`src/rtl/mul_pkg.sv`:
```
// mul_pkg
// Shared definitions for the multiplier family (sequential shift-add and
// the flat combinational array multiplier).
//   state_t       : control states of the sequential multiplier
//   DEFAULT_WIDTH : default operand width shared by both multipliers
//   cnt_width()   : bits needed for an iteration counter that reaches WIDTH
package mul_pkg;

   localparam int DEFAULT_WIDTH = 16;

   typedef enum logic [1:0] {
      IDLE = 2'd0,
      BUSY = 2'd1,
      FIX  = 2'd2,
      DONE = 2'd3
   } state_t;

   // Counter must be able to hold the value WIDTH itself, hence w+1.
   function automatic int cnt_width(input int w);
      return $clog2(w + 1);
   endfunction

endpackage

```
`src/rtl/mul_abs.sv`:
```
// mul_abs
// Combinational conditional magnitude of a WIDTH-bit operand.
//   value     : in  WIDTH  raw operand
//   is_signed : in  1      1 = treat value as two's complement
//   mag       : out WIDTH  |value| when signed, value unchanged otherwise
// The magnitude of the most negative value wraps to itself, which is the
// correct unsigned magnitude 2^(WIDTH-1), so no extra bit is needed.
module mul_abs #(
   parameter int WIDTH = 16
) (
   input  logic [WIDTH-1:0] value,
   input  logic             is_signed,
   output logic [WIDTH-1:0] mag
);

   // Negate only negative two's-complement inputs; unsigned values pass through.
   always_comb begin
      mag = value;
      if (is_signed && value[WIDTH-1])
         mag = ~value + WIDTH'(1);
   end

endmodule

```
`src/rtl/seq_shift_add_mul.sv`:
```
// seq_shift_add_mul
// Iterative shift-add multiplier, one 2*WIDTH-bit product per request,
// unsigned or signed per request, valid/ready on both sides.
//   clk       : in  1        rising-edge clock
//   rst_n     : in  1        synchronous active-low reset
//   in_valid  : in  1        request present
//   in_ready  : out 1        request can be taken (IDLE only)
//   a         : in  WIDTH    multiplier operand
//   b         : in  WIDTH    multiplicand operand
//   is_signed : in  1        two's-complement operands when 1
//   out_valid : out 1        p holds a product
//   out_ready : in  1        consumer takes p
//   p         : out 2*WIDTH  registered product
// The multiply runs on operand magnitudes and the sign is applied once at
// the end, so the iteration loop is a plain unsigned shift-add.
module seq_shift_add_mul
   import mul_pkg::*;
#(
   parameter int WIDTH = DEFAULT_WIDTH
) (
   input  logic                 clk,
   input  logic                 rst_n,
   input  logic                 in_valid,
   output logic                 in_ready,
   input  logic [WIDTH-1:0]     a,
   input  logic [WIDTH-1:0]     b,
   input  logic                 is_signed,
   output logic                 out_valid,
   input  logic                 out_ready,
   output logic [2*WIDTH-1:0]   p
);

   localparam int CW = cnt_width(WIDTH);

   state_t               state;
   logic [WIDTH-1:0]     a_mag;
   logic [WIDTH-1:0]     b_mag;
   logic [WIDTH-1:0]     mplier;
   logic [WIDTH-1:0]     mcand;
   logic [2*WIDTH-1:0]   acc;
   logic                 neg;
   logic [CW-1:0]        cnt;
   logic [WIDTH:0]       partial;

   mul_abs #(.WIDTH(WIDTH)) u_abs_a (
      .value     (a),
      .is_signed (is_signed),
      .mag       (a_mag)
   );

   mul_abs #(.WIDTH(WIDTH)) u_abs_b (
      .value     (b),
      .is_signed (is_signed),
      .mag       (b_mag)
   );

   // Upper accumulator half plus the multiplicand when the current
   // multiplier bit is set; the extra MSB keeps the carry for the shift.
   always_comb begin
      partial = {1'b0, acc[2*WIDTH-1:WIDTH]};
      if (mplier[0])
         partial = {1'b0, acc[2*WIDTH-1:WIDTH]} + {1'b0, mcand};
   end

   // Control and datapath in one block. in_ready and out_valid are
   // registered alongside the state so no input reaches an output
   // combinationally. p keeps its last product through IDLE and is only
   // cleared by reset.
   always_ff @(posedge clk) begin
      if (!rst_n) begin
         state     <= IDLE;
         cnt       <= '0;
         acc       <= '0;
         mplier    <= '0;
         mcand     <= '0;
         neg       <= 1'b0;
         p         <= '0;
         out_valid <= 1'b0;
         in_ready  <= 1'b1;
      end else begin
         case (state)
            IDLE: begin
               if (in_valid) begin
                  mplier   <= a_mag;
                  mcand    <= b_mag;
                  neg      <= is_signed & (a[WIDTH-1] ^ b[WIDTH-1]);
                  acc      <= '0;
                  cnt      <= '0;
                  in_ready <= 1'b0;
                  state    <= BUSY;
               end
            end
            BUSY: begin
               acc    <= {partial, acc[WIDTH-1:1]};
               mplier <= mplier >> 1;
               cnt    <= cnt + CW'(1);
               if (cnt == CW'(WIDTH - 1))
                  state <= FIX;
            end
            FIX: begin
               p         <= neg ? (~acc + (2*WIDTH)'(1)) : acc;
               out_valid <= 1'b1;
               state     <= DONE;
            end
            DONE: begin
               if (out_ready) begin
                  out_valid <= 1'b0;
                  in_ready  <= 1'b1;
                  state     <= IDLE;
               end
            end
            default: begin
               out_valid <= 1'b0;
               in_ready  <= 1'b1;
               state     <= IDLE;
            end
         endcase
      end
   end

endmodule

```
`config.mk`:
```
export PLATFORM = sky130hd
export DESIGN_NAME = seq_shift_add_mul
export DESIGN_NICKNAME = d
export VERILOG_FILES = /design/src/rtl/mul_pkg.sv /design/src/rtl/mul_abs.sv /design/src/rtl/seq_shift_add_mul.sv
export SDC_FILE = /design/constraint.sdc
export NUM_CORES = 1
export LEC_CHECK = 0
export CAP_MARGIN = 20
export CORE_UTILIZATION = 51
export DETAILED_ROUTE_END_ITERATION = 6
export GPL_TIMING_DRIVEN = 0
export PLACE_DENSITY_LB_ADDON = 0.1
export SYNTH_ARGS = -nofsm -noshare
export SYNTH_HDL_FRONTEND = slang
export SYNTH_SLANG_ARGS = --single-unit
export TNS_END_PERCENT = 30
```
`constraint.sdc`:
```
create_clock -name clk -period 3.3 [get_ports clk]
set_input_delay 0.66 -clock clk [delete_from_list [all_inputs] [get_ports clk]]
set_output_delay 0.66 -clock clk [all_outputs]
set_load 0.01 [all_outputs]
```
Word-level counts from Yosys, hierarchy flattened
Cells that the tools add are included.
- $add $sub $neg: 5
- reduce and logical (&&, ||, !) cells: 11
- bitwise gates (word level): 5
- equal/unequal tests: 7
- multiplexer cells: 19
- operators by type and width (operator ; count):
    $mux W32 ; 2
    $pmux W32 S2 ; 1
    $mux W16 ; 3
    $add A16 B1 Y16 const B ; 2
    $add A32 B1 Y32 const B ; 1
    $not A16 Y16 ; 2
    $not A32 Y32 ; 1
    $pmux W16 S2 ; 1
    $add A16 B16 Y17 ; 1
    $mux W17 ; 1
    $pmux W5 S2 ; 1
    $pmux W2 S4 ; 1
    $mux W2 ; 3
    $ne A2 B2 Y1 const B ; 3
    $reduce_and A2 Y1 ; 3
    $reduce_and A3 Y1 ; 2
    $reduce_bool A2 Y1 ; 3
    $add A5 B1 Y5 const B ; 1
    $eq A5 B4 Y1 const B ; 1
    $mux W5 ; 1
    $eq A2 B2 Y1 const B ; 2
    $pmux W1 S2 ; 2
    $mux W1 ; 3
    $eq A2 B1 Y1 const B ; 1
    other kinds (4) ; 5
- word-level logic and storage cells: 56
- register bits: 106

Logic depth before layout (Yosys ltp)
Gate-level depths: netlist of run 1.
- word-level depth: 5
- gate-level depth with buffers: 10
- depth with buffers taken out: 8

Modules after synthesis
A second synthesis of run 1 with hierarchy kept.
- cell total of the unflattened synthesis: 813
- area total of the unflattened synthesis: 6734.0 um^2
- by module, submodules not included (module ; area each (um^2) ; instances ; cells each):
    seq_shift_add_mul ; 5833.1 ; 1 ; 697
    mul_abs ; 450.4 ; 2 ; 58

Worst setup path after synthesis of run 1
Ideal clock, no wire load.
- path kind: input port to flip-flop
- start: input port a[8]
- end: register mplier[14]
- slack: 0.949 ns
- cell stages on the path: 5
- data required time: 3.205 ns
- setup time: 0.095 ns
- arrival: 2.255 ns
- path through: or4_4 > or4_4 > o31ai_2 > xor2_1 > a221oi_1
- cells in the longest elaborated chain, start to end: 5
- RTL lines (element ; line ; source):
    start: declaration ; seq_shift_add_mul.sv:25 ; input logic [WIDTH-1:0] a,
    $not A16 Y16 ; mul_abs.sv:20 ; mag = ~value + WIDTH'(1);
    $add A16 B1 Y16 ; mul_abs.sv:20 ;
    $mux W16 ; mul_abs.sv:19 ; if (is_signed && value[WIDTH-1])
    $mux W16 ; seq_shift_add_mul.sv:83 ; if (in_valid) begin
    $pmux W16 S2 ; seq_shift_add_mul.sv:81 ; case (state)
    end signal: assignment ; seq_shift_add_mul.sv:84 ; mplier <= a_mag;
    end signal: assignment ; seq_shift_add_mul.sv:95 ; mplier <= mplier >> 1;
    end: declaration ; seq_shift_add_mul.sv:38 ; logic [WIDTH-1:0] mplier;
No other way between the ends. The select of a mux whose other input is x is not followed.
A chain may end at the register's enable or synchronous reset.

Final worst setup path of run 1
- start: register state[0]
- end: register mplier[1]
- cells in the longest elaborated chain, start to end: 3
- elaborated cells on any way between the ends: 6
- those cells by class: eq/ne: 2; mux: 1; reduce/logical: 3
- RTL lines (element ; line ; source):
    start: declaration ; seq_shift_add_mul.sv:35 ; state_t state;
    start signal: assignment ; seq_shift_add_mul.sv:71 ; state <= IDLE;
    start signal: assignment ; seq_shift_add_mul.sv:90 ; state <= BUSY;
    start signal: assignment ; seq_shift_add_mul.sv:98 ; state <= FIX;
    $eq A2 B1 Y1 or $logic_not A2 Y1 (tied branches) ; seq_shift_add_mul.sv:81 ;
    $reduce_bool A2 Y1 (no source line) or $ne A2 B2 Y1 (tied branches) ; -- ;
    $reduce_and A2 Y1 (no source line) ; -- ;
Several ways; a longest one is shown, not always the timed one.

==> metrics, run 1 <==
run status=finished clean; clock slew at reported path FFs=roughly 80 ps; share of the synthesized netlist area taken by xor and xnor gates=0.0597; count of flip-flops with a built-in enable after synthesis=0; number of hold-repair buffers added at the cts stage=0; CTS Buf Count=9; fraction of synthesis flops using an asynchronous set or reset pin=0; main combinational cell family by area after synthesis=compound AO/OA/AOI/OAI gates; number of global-route vias before repair=between 6000 and 7000; top post-synthesis cells by count=sky130_fd_sc_hd__dfxtp_1, sky130_fd_sc_hd__nor2_1, sky130_fd_sc_hd__nand2_1, sky130_fd_sc_hd__a21oi_1; fraction of layout cells with a size suffix above 1=0.0372; Total Routed Length=roughly 20 mm; Total Routing Usage GR=0.310; Setup Buffers After CTS=0; highest clock rate=341 MHz; static leakage=2.79 nW; number of warnings printed during yosys synthesis=0; Remaining Overflow, GRT=0; Critical Path Fanout Max=10; post-synthesis instance area=between 6000 and 7000 um2; worst supply voltage drop on vdd=about 0.00032 V; remaining max-slew budget at the tightest pin=0.392; most instantiated library cell after synthesis=sky130_fd_sc_hd__dfxtp_1; area growth from synthesis to layout=19.0%; number of max-cap violations=0; height of the chip=~110 um; max-slew violation count=0; antenna-violating nets left=0; met2 routing resource usage after global routing=0.499; clock buffer depth=2; average wire per cell in the routed design=about 19 um; number of nets in the finished design=between 900 and 1000; period utilization=0.890; FILL cells=~1100; Mapped Nets=about 870; Final Critical Period=around 2900 ps; post-synthesis cell count=802; via count=approximately 6500; latest clock arrival within the worst-skew pair=approximately 370 ps; flip-flop and latch count after synthesis=106; utilization after layout=0.623; multiplexer area fraction after synthesis=0.0159; wire length of the first global-routing pass=30.9 mm; pin count of the biggest net entering global routing=21; share of the synthesized area in the top cell type=0.336; Sink Count=approximately 110; type of origin of the critical path=flip-flop; worst-margin pin slew=905 ps; register area share after synthesis=0.336; final antenna diode count=0; Max Clock Skew=between 9 and 10 ps; count of unique library cells instantiated by Yosys=68; number of iterations in the first detailed-routing pass=6; Worst EP arrival=3240 ps; Fin. Hold Viols=0; Routability Congestion=0.933; area of the die=about 13000 um2; row cnt=40; per-instance average area after synthesis=about 7.9 um2; antenna violations before repair=0; Pwr Density=604 nW/um2; adder-cell area share of the yosys netlist=0.0527; area inside the core boundary=12100 um2; boundary pin count=71; total of endpoints with negative setup slack in the final report=0; most used routing layer=met2; top flip-flop cell by instance count after synthesis=sky130_fd_sc_hd__dfxtp_1; Total Neg Setup Slack=0 ps; initial drt markers=approximately 570; HP Class=reg -> reg; initial core utilization=0.523; Synth area leader=sky130_fd_sc_hd__dfxtp_1; remaining design rule violation count=0; most area-consuming cells after synthesis=sky130_fd_sc_hd__dfxtp_1, sky130_fd_sc_hd__ha_1, sky130_fd_sc_hd__nor2_1; Post-CTS Resized=0; CTS tree=yes; pre-CTS worst setup slack=approximately 150 ps; Die Width=~110 um; HPWL reported at the end of detailed placement=between 10 and 15 mm; grt met1 use=0.396; number of port buffers=69; simple-gate portion of the synthesized area=0.224; CP Capture Type=flip-flop; WS Path Type=reg -> reg; final setup slack of the worst path=approximately 360 ps; H-Tree Level Count=3; setup repair after global routing missed its margin=false; post-synthesis compound-gate area fraction=0.266; root buf cell=sky130_fd_sc_hd__clkbuf_16; worst path required time=about 3600 ps; via count normalized by instance count=6.16; global-route track usage on met3=0.0487
==> placed cells by master (no fill, tap or decap), drive strengths merged, types with 8 or more instances in the layout <==
| master | n |
|---|---|
| o31ai | 9 |
| inv | 31 |
| and3 | 11 |
| a21oi | 59 |
| ha | 25 |
| a21o | 10 |
| nor4 | 10 |
| xor2 | 26 |
| dfxtp | 106 |
| o21ai | 61 |
| clkbuf | 54 |
| nor3 | 16 |
| o211ai | 12 |
| or3 | 9 |
| xnor2 | 17 |
| nand2 | 78 |
| or4 | 9 |
| a22oi | 26 |
| clkdlybuf4s50 | 69 |
| mux2i | 10 |
| nand4 | 9 |
| nor2 | 84 |
| nand3 | 28 |
| a211oi | 14 |
| a31oi | 10 |
| o41ai | 8 |
==> routing by layer <==
metal,vias up,wire length [um]
met5,-,0
met4,0,889
met3,51,1250
met2,250,9000
met1,3081,8500
li1,3119,-
==> sequential cells by signal (all words and copies together), names as in the netlist <==
| signal | cells |
|---|---|
| acc | 32 |
| p | 32 |
| mcand | 16 |
| mplier | 16 |
| cnt | 5 |
| state | 2 |
| in_ready | 1 |
| neg | 1 |
| out_valid | 1 |
==> worst paths after layout <==
| kind | from | endpoint | slack [ps] | cells past startpoint |
|---|---|---|---|---|
| worst max-delay path | state[0]$_SDFFE_PN0P_ | mplier[1]$_SDFFE_PN0P_ | 360 | 9 |
| worst min-delay path | p[14]$_SDFFE_PN0P_ | p[14]$_SDFFE_PN0P_ | 450 | 2 |
| worst max register to register | state[0]$_SDFFE_PN0P_ | mplier[1]$_SDFFE_PN0P_ | 360 | 9 |
| worst min register to register | p[14]$_SDFFE_PN0P_ | p[14]$_SDFFE_PN0P_ | 450 | 2 |
==> metrics by stage <==
step / hold WS (ps) / area (um2) / power [mW] / instances
finish: 452 / 7510 / 4.54 / 1056
global route: 472 / 7510 / 4.77 / 1056
CTS: 455 / 7510 / 4.51 / 1056
detailed placement: 444 / 7220 / 3.43 / 1040
global placement: 438 / 7210 / 3.38 / 1039
floorplan: 429 / 6310 / 2.76 / 802
==> kinds of logic (layout without fill, tap and decap cells) <==
logic type      after synthesis  after routing
compound gates              257            257
xor+xnor                     43             43
fa+ha+maj                    26             26
buf+inv                      75            161
flops                       106            106
mux                          10             10
simple gates                285            285
==> report_power, final <==
part / switching, mW / total (mW) / leakage (nW) / internal (mW)
combinational: 1.16 / 1.78 / 1.79 / 0.625
sequential: 0.163 / 1.67 / 0.861 / 1.50
clock: 0.552 / 1.09 / 0.144 / 0.535
==> layout make-up <==
type / count / area [um2] / share of cell area
Buffer: 49 / 186 / 0.0248
Sequential cell: 106 / 2120 / 0.283
Clock inverter: 7 / 66.3 / 0.00883
Multi-Input combinational cell: 621 / 3910 / 0.520
Timing Repair Buffer: 70 / 698 / 0.0930
Clock buffer: 9 / 225 / 0.0300
Inverter: 26 / 97.6 / 0.0130
Tap cell: 168 / 210 / 0.0280
==> critical path, cell delays in order, from the launching register on <==
cell                       delay, ps
sky130_fd_sc_hd__dfxtp_1         350
sky130_fd_sc_hd__inv_1           100
sky130_fd_sc_hd__ha_1            140
sky130_fd_sc_hd__clkbuf_1        260
sky130_fd_sc_hd__mux2i_1         330
sky130_fd_sc_hd__clkbuf_1        460
sky130_fd_sc_hd__clkbuf_1        540
sky130_fd_sc_hd__buf_1           430
sky130_fd_sc_hd__nand2_1         120
sky130_fd_sc_hd__a21oi_1         130
Power figures use the tool's default switching activity.
==> run 2: changes to the inputs <==
Settings changed: CAP_MARGIN 20 to unset.
==> run 2 against run 1 <==
Cell count stayed put; sequential power hardly changed; sequential cell count stayed put; clock power hardly changed; register-to-register slack better by 50 ps; largest power group unchanged.
==> metrics, run 2 (same netlist as run 1, synthesis figures left out) <==
number of hold-repair buffers added at the cts stage=0 (unchanged); Critical R2R Capture=mplier[4]$_SDFFE_PN0P_; Fin. Hold Viols=0 (unchanged); highest clock rate=346 MHz (+1.7%); CP Capture Type=flip-flop; HPWL reported at the end of detailed placement=14.6 mm (-1.4%); switching power total=1.86 mW (-0.74%); Post-CTS Resized=0 (unchanged); combinational share of power=0.391 (-0.002); antenna violations before repair=0 (unchanged); root buf cell=sky130_fd_sc_hd__clkbuf_16; worst-margin pin slew=790 ps (-116 ps); number of port buffers=69 (unchanged); Critical Path Fanout Max=10 (unchanged); setup repair after global routing missed its margin=false; Reg2Reg Setup Slack=410 ps (+50 ps); number of global-route vias before repair=5960 (-1.1%); Worst Hold Slack=448 ps (-4.46 ps); registers with the highest flip-flop counts=acc x32, p x32; area inside the core boundary=12100 um2 (unchanged); static leakage=2.79 nW (about the same); Worst EP arrival=3180 ps (-60 ps); initial core utilization=0.523 (unchanged); Remaining Overflow, GRT=0 (unchanged); Sink Count=106 (unchanged); Pwr Density=602 nW/um2 (-0.36%); fraction of layout cells with a size suffix above 1=0.0372 (unchanged); Total Neg Setup Slack=0 ps (unchanged); run status=finished clean; H-Tree Level Count=3 (unchanged); total internal power=2.66 mW (about the same); number of iterations in the first detailed-routing pass=5 (-1); area growth from synthesis to layout=19.1% (about the same); number of nets in the finished design=946 (unchanged); Die Width=113 um (unchanged); remaining design rule violation count=0 (unchanged); worst-case reg-to-reg path depth=9 (unchanged); type of origin of the critical path=flip-flop; Setup Buffers After CTS=0 (unchanged); Clk network pwr share=0.240 (about the same); clock buffer depth=2 (unchanged); average wire per cell in the routed design=18.3 um (-1.8%); clock slew at reported path FFs=80 ps (about the same); CTS tree=yes; Worst Hold Launch=p[23]$_SDFFE_PN0P_; latest clock arrival within the worst-skew pair=370 ps (about the same); Seq pwr share=0.368 (about the same); Total Routing Usage GR=0.304 (-0.00609); number of max-cap violations=0 (unchanged); worst hold path endpoint=p[23]$_SDFFE_PN0P_; remaining max-slew budget at the tightest pin=0.474 (+0.0819); via count=6422 (-1.2%); area of the die=12800 um2 (unchanged); height of the chip=113 um (unchanged); WS Path Type=reg -> reg; worst supply voltage drop on vdd=0.000281 V (-13%); worst path required time=3590 ps (about the same); row cnt=40 (unchanged); final antenna diode count=0 (unchanged); timing startpoint of the critical path=state[0]$_SDFFE_PN0P_; pin count of the biggest net entering global routing=21 (unchanged); HP Class=reg -> reg; number of instances on the worst hold path=2 (unchanged); source of the worst register-to-register timing path=state[0]$_SDFFE_PN0P_; Sw Share=0.411 (-0.00185); boundary pin count=71 (unchanged); period utilization=0.875 (-0.0149); initial drt markers=555 (-3.0%); Routability Congestion=0.933 (unchanged); Total Routed Length=19.3 mm (-1.8%); via count normalized by instance count=6.08 (-1.2%); Max Clock Skew=10.7 ps (+0.779 ps); most frequent standard cell in the layout excluding fill and tap cells=sky130_fd_sc_hd__dfxtp_1; antenna-violating nets left=0 (unchanged); FILL cells=1092 (-1.4%); Final Critical Period=2890 ps (-49.3 ps); most used cells in the layout excluding fill and tap cells=sky130_fd_sc_hd__dfxtp_1, sky130_fd_sc_hd__nor2_1, sky130_fd_sc_hd__nand2_1, sky130_fd_sc_hd__clkdlybuf4s50_1, sky130_fd_sc_hd__a21oi_1; max-slew violation count=0 (unchanged); CTS Buf Count=9 (unchanged); wire length of the first global-routing pass=30.5 mm (-1.3%); total of endpoints with negative setup slack in the final report=0 (unchanged)
==> run 2: changes by cell type in the layout (fill, tap and decap cells not counted), sizes merged <==
cell / change
buf: -1
inv: -1
clkinv: +1
clkbuf: +1
==> run 2: metal layers <==
layer	global-route usage	up-vias	wire length, um
li1	-	3127	-
met1	0.387	3025	8370
met2	0.500	227	8970
met3	0.0466	43	1140
met4	0.158	0	796
met5	0	-	0
==> run 2: stage by stage <==
step / utilization / area (um2) / power, mW / setup slack, ps / cells
after floorplan: - / 6310 / 2.76 / 949 / 802
after global placement: 0.598 / 7210 / 3.38 / 187 / 1039
after detailed placement: 0.598 / 7210 / 3.41 / 174 / 1039
after CTS: 0.623 / 7510 / 4.49 / 443 / 1055
after global routing: 0.623 / 7520 / 4.77 / 189 / 1056
final: 0.623 / 7520 / 4.52 / 413 / 1056
==> run 2: worst max-delay path: stages, from the launching register on <==
cell	delay, ps
sky130_fd_sc_hd__dfxtp_1	350
sky130_fd_sc_hd__inv_1	90
sky130_fd_sc_hd__ha_1	140
sky130_fd_sc_hd__clkbuf_1	280
sky130_fd_sc_hd__mux2i_1	320
sky130_fd_sc_hd__clkbuf_1	450
sky130_fd_sc_hd__clkbuf_1	530
sky130_fd_sc_hd__buf_1	430
sky130_fd_sc_hd__nand2_1	110
sky130_fd_sc_hd__a21oi_1	120
==> run 2: area by class of cell <==
class	instances	area, um2	share of cell area
buffer	49	186	0.0248
clock buffer	9	225	0.0300
clock inverter	7	71.3	0.00949
inverter	26	97.6	0.0130
multi-input combinational	621	3910	0.520
sequential	106	2120	0.282
tap	168	210	0.0280
timing repair buffer	70	698	0.0929
==> run 2: power by group through the flow <==
| stage | logic [mW] | registers (mW) | clock network (mW) |
|---|---|---|---|
| 6_report | 1.77 | 1.67 | 1.09 |
| 5_1_grt | 1.94 | 1.69 | 1.13 |
| 4_1_cts | 1.73 | 1.66 | 1.10 |
| 3_5_place_dp | 1.72 | 1.69 | 0 |
| 3_3_place_gp | 1.69 | 1.68 | 0 |
| 2_1_floorplan | 1.08 | 1.68 | 0 |
==> run 2: worst max-delay path by stage <==
| stage | endpoint | slack [ps] | depth (start not counted) |
|---|---|---|---|
| 3_3_place_gp | mplier[0]$_SDFFE_PN0P_ | 190 | 6 |
| 6_report | mplier[4]$_SDFFE_PN0P_ | 410 | 9 |
| 4_1_cts | mplier[1]$_SDFFE_PN0P_ | 440 | 9 |
| 2_1_floorplan | mplier[14]$_SDFFE_PN0P_ | 950 | 5 |
| 5_1_grt | mplier[1]$_SDFFE_PN0P_ | 190 | 9 |
| 3_5_place_dp | mplier[1]$_SDFFE_PN0P_ | 170 | 7 |
==> run 3: changes to the inputs <==
Settings changed: CELL_PAD_IN_SITES_DETAIL_PLACEMENT set to 2, CELL_PAD_IN_SITES_GLOBAL_PLACEMENT set to 2, CORE_UTILIZATION 51 to 36, MAX_ROUTING_LAYER set to met4.
==> run 3 against run 2 <==
Core utilization shrank 18 points; routed wire length grew 25%; cell count grew 5.3%; first-iteration DRC count shrank 42%; sequential share of layout area shrank 0.34 points; non-clock buffer count shrank 1.
==> metrics, run 3 (same netlist as run 1, synthesis figures left out) <==
pre-CTS worst setup slack=-207 ps (-380 ps); Sink Count=106 (unchanged); Total Routing Usage GR=0.281 (-0.0238); period utilization=0.924 (+0.0493); total internal power=2.68 mW (+0.52%); number of nets in the finished design=945 (-0.11%); antenna-violating nets left=0 (unchanged); wire length of the first global-routing pass=38.4 mm (+26%); most frequent standard cell in the layout excluding fill and tap cells=sky130_fd_sc_hd__dfxtp_1; HP Class=reg -> reg; Clk network pwr share=0.247 (+0.007); CTS tree=yes; fraction of layout cells with a size suffix above 1=0.0383 (+0.00117); Pwr Density=618 nW/um2 (+2.6%); Critical R2R Capture=mplier[6]$_SDFFE_PN0P_; final antenna diode count=0 (unchanged); worst-margin pin slew=1010 ps (+218 ps); total instance count after detailed placement=1096 (+5.5%); type of origin of the critical path=flip-flop; remaining design rule violation count=0 (unchanged); H-Tree Level Count=3 (unchanged); average wire per cell in the routed design=21.7 um (+19%); CTS Buf Count=9 (unchanged); Remaining Overflow, GRT=0 (unchanged); antenna violations before repair=0 (unchanged); worst path required time=3580 ps (about the same); Sw Share=0.430 (+0.0192); area growth from synthesis to layout=20.6%; Fin. Hold Viols=0 (unchanged); remaining max-slew budget at the tightest pin=0.326 (-0.148); number of global-route vias before repair=6939 (+16%); root buf cell=sky130_fd_sc_hd__clkbuf_16; number of instances on the worst hold path=2 (unchanged); via count=6582 (+2.5%); max-slew violation count=0 (unchanged); WS Path Type=reg -> reg; final setup slack of the worst path=251 ps (-163 ps); Die Width=134 um (+19%); Worst Hold Launch=p[14]$_SDFFE_PN0P_; number of max-cap violations=0 (unchanged); Critical Path Fanout Max=10 (unchanged); run status=finished clean; HPWL reported at the end of detailed placement=18.3 mm (+25%); clock buffer depth=2 (unchanged); Reg2Reg Setup Slack=250 ps (-160 ps); total power after layout=4.70 mW (+3.9%); number of port buffers=69 (unchanged); latest clock arrival within the worst-skew pair=370 ps (about the same); static leakage=2.80 nW (+0.29%); initial drt markers=324 (-42%); Total Routed Length=24.1 mm (+25%); highest clock rate=328 MHz (-5.3%); source of the worst register-to-register timing path=state[0]$_SDFFE_PN0P_; area of the die=18100 um2 (+41%); FILL cells=1985 (+82%); Final Critical Period=3050 ps (+163 ps); switching power total=2.02 mW (+8.7%); row cnt=48 (+20%); clock slew at reported path FFs=90 ps (about the same); CP Capture Type=flip-flop; Routability Congestion=0.880 (-5.7%); height of the chip=134 um (+19%); final cell count without fillers=1112 (+5.3%); registers with the highest flip-flop counts=acc x32, p x32; worst hold path endpoint=p[14]$_SDFFE_PN0P_; boundary pin count=71 (unchanged); combinational share of power=0.397 (+0.006); Worst EP arrival=3330 ps (+150 ps); Seq pwr share=0.357 (-0.011); initial core utilization=0.366 (-0.157); total of endpoints with negative setup slack in the final report=0 (unchanged); worst supply voltage drop on vdd=0.000301 V (+7.1%); worst-case reg-to-reg path depth=9 (unchanged); Max Clock Skew=14.2 ps (+3.55 ps); Worst Hold Slack=459 ps (+11.4 ps); via count normalized by instance count=5.92 (-2.7%); area inside the core boundary=17200 um2 (+43%); number of iterations in the first detailed-routing pass=5 (unchanged); most used cells in the layout excluding fill and tap cells=sky130_fd_sc_hd__dfxtp_1, sky130_fd_sc_hd__nor2_1, sky130_fd_sc_hd__nand2_1, sky130_fd_sc_hd__clkdlybuf4s50_1, sky130_fd_sc_hd__a21oi_1; setup repair after global routing missed its margin=false; Setup Buffers After CTS=0 (unchanged); pin count of the biggest net entering global routing=23 (+9.5%)
==> run 3: cell count changes in the layout (fill, tap and decap cells not counted) <==
cell / delta
sky130_fd_sc_hd__clkbuf_2: +1
sky130_fd_sc_hd__clkbuf_4: -1
sky130_fd_sc_hd__clkinvlp_4: -1
sky130_fd_sc_hd__inv_6: +1
sky130_fd_sc_hd__clkbuf_1: -1
sky130_fd_sc_hd__nor3_2: +1
sky130_fd_sc_hd__clkinv_2: -1
sky130_fd_sc_hd__nor3_1: -1
sky130_fd_sc_hd__clkinv_8: +3
sky130_fd_sc_hd__inv_8: -2
==> run 3: timing repair <==
| item | 4_1_cts | 5_1_grt |
|---|---|---|
| resized for setup | 1 | 0 |
| endpoints found under the hold margin | 0 | 0 |
| setup endpoints to repair | 1 | 0 |
| hold buffers | 0 | 0 |
==> run 3: layout make-up <==
| type | count | area [um2] | area share |
|---|---|---|---|
| plain buffers | 49 | 188 | 0.0247 |
| well taps | 225 | 282 | 0.0370 |
| multi-input cells | 621 | 3910 | 0.514 |
| repair buffers | 69 | 691 | 0.0908 |
| flip-flops and latches | 106 | 2120 | 0.279 |
| clock inverters | 7 | 93.8 | 0.0123 |
| inverters | 26 | 97.6 | 0.0128 |
| clock buffers | 9 | 225 | 0.0296 |
==> run 3: power by group through the flow <==
stage / Sequential (mW) / Clock, mW / Combinational, mW
finish: 1.68 / 1.16 / 1.87
global route: 1.71 / 1.21 / 2.03
CTS: 1.67 / 1.17 / 1.87
detailed placement: 1.70 / 0 / 1.84
global placement: 1.69 / 0 / 1.75
floorplan: 1.68 / 0 / 1.08
==> run 3: worst max-delay path by stage <==
stage / cells past startpoint / slack, ps / to / from
3_3_place_gp: 7 / -70 / mplier[3]$_SDFFE_PN0P_ / in_valid
6_report: 9 / 250 / mplier[6]$_SDFFE_PN0P_ / state[0]$_SDFFE_PN0P_
5_1_grt: 9 / 7 / mplier[1]$_SDFFE_PN0P_ / state[0]$_SDFFE_PN0P_
4_1_cts: 9 / 190 / mplier[6]$_SDFFE_PN0P_ / state[0]$_SDFFE_PN0P_
2_1_floorplan: 5 / 950 / mplier[14]$_SDFFE_PN0P_ / a[8]
3_5_place_dp: 7 / -210 / mplier[6]$_SDFFE_PN0P_ / in_valid
==> run 3: stage by stage <==
step | setup TNS (ps) | util | cell area (um2)
after global placement | -639 | 0.423 | 7280
after detailed placement | -1690 | 0.423 | 7280
final | 0 | 0.441 | 7610
after global routing | 0 | 0.441 | 7610
after CTS | 0 | 0.441 | 7600
after floorplan | 0 | - | 6310
==> run 3: routing by layer <==
layer  vias to the layer above  part of all wire  track usage
met5                         -                 0            -
met4                         0             0.017       0.0787
met3                        30             0.031       0.0215
met2                       145              0.51        0.502
met1                      3291              0.44        0.336
li1                       3116                 -            -
==> run 3: critical path, cell delays in order (launching register included) <==
cell and delay [ps]:
sky130_fd_sc_hd__dfxtp_1 350, sky130_fd_sc_hd__inv_1 100, sky130_fd_sc_hd__ha_1 140, sky130_fd_sc_hd__clkbuf_1 280
sky130_fd_sc_hd__mux2i_1 340, sky130_fd_sc_hd__clkbuf_1 530, sky130_fd_sc_hd__clkbuf_2 410, sky130_fd_sc_hd__buf_1 530
sky130_fd_sc_hd__nand2_1 130, sky130_fd_sc_hd__a21oi_1 150
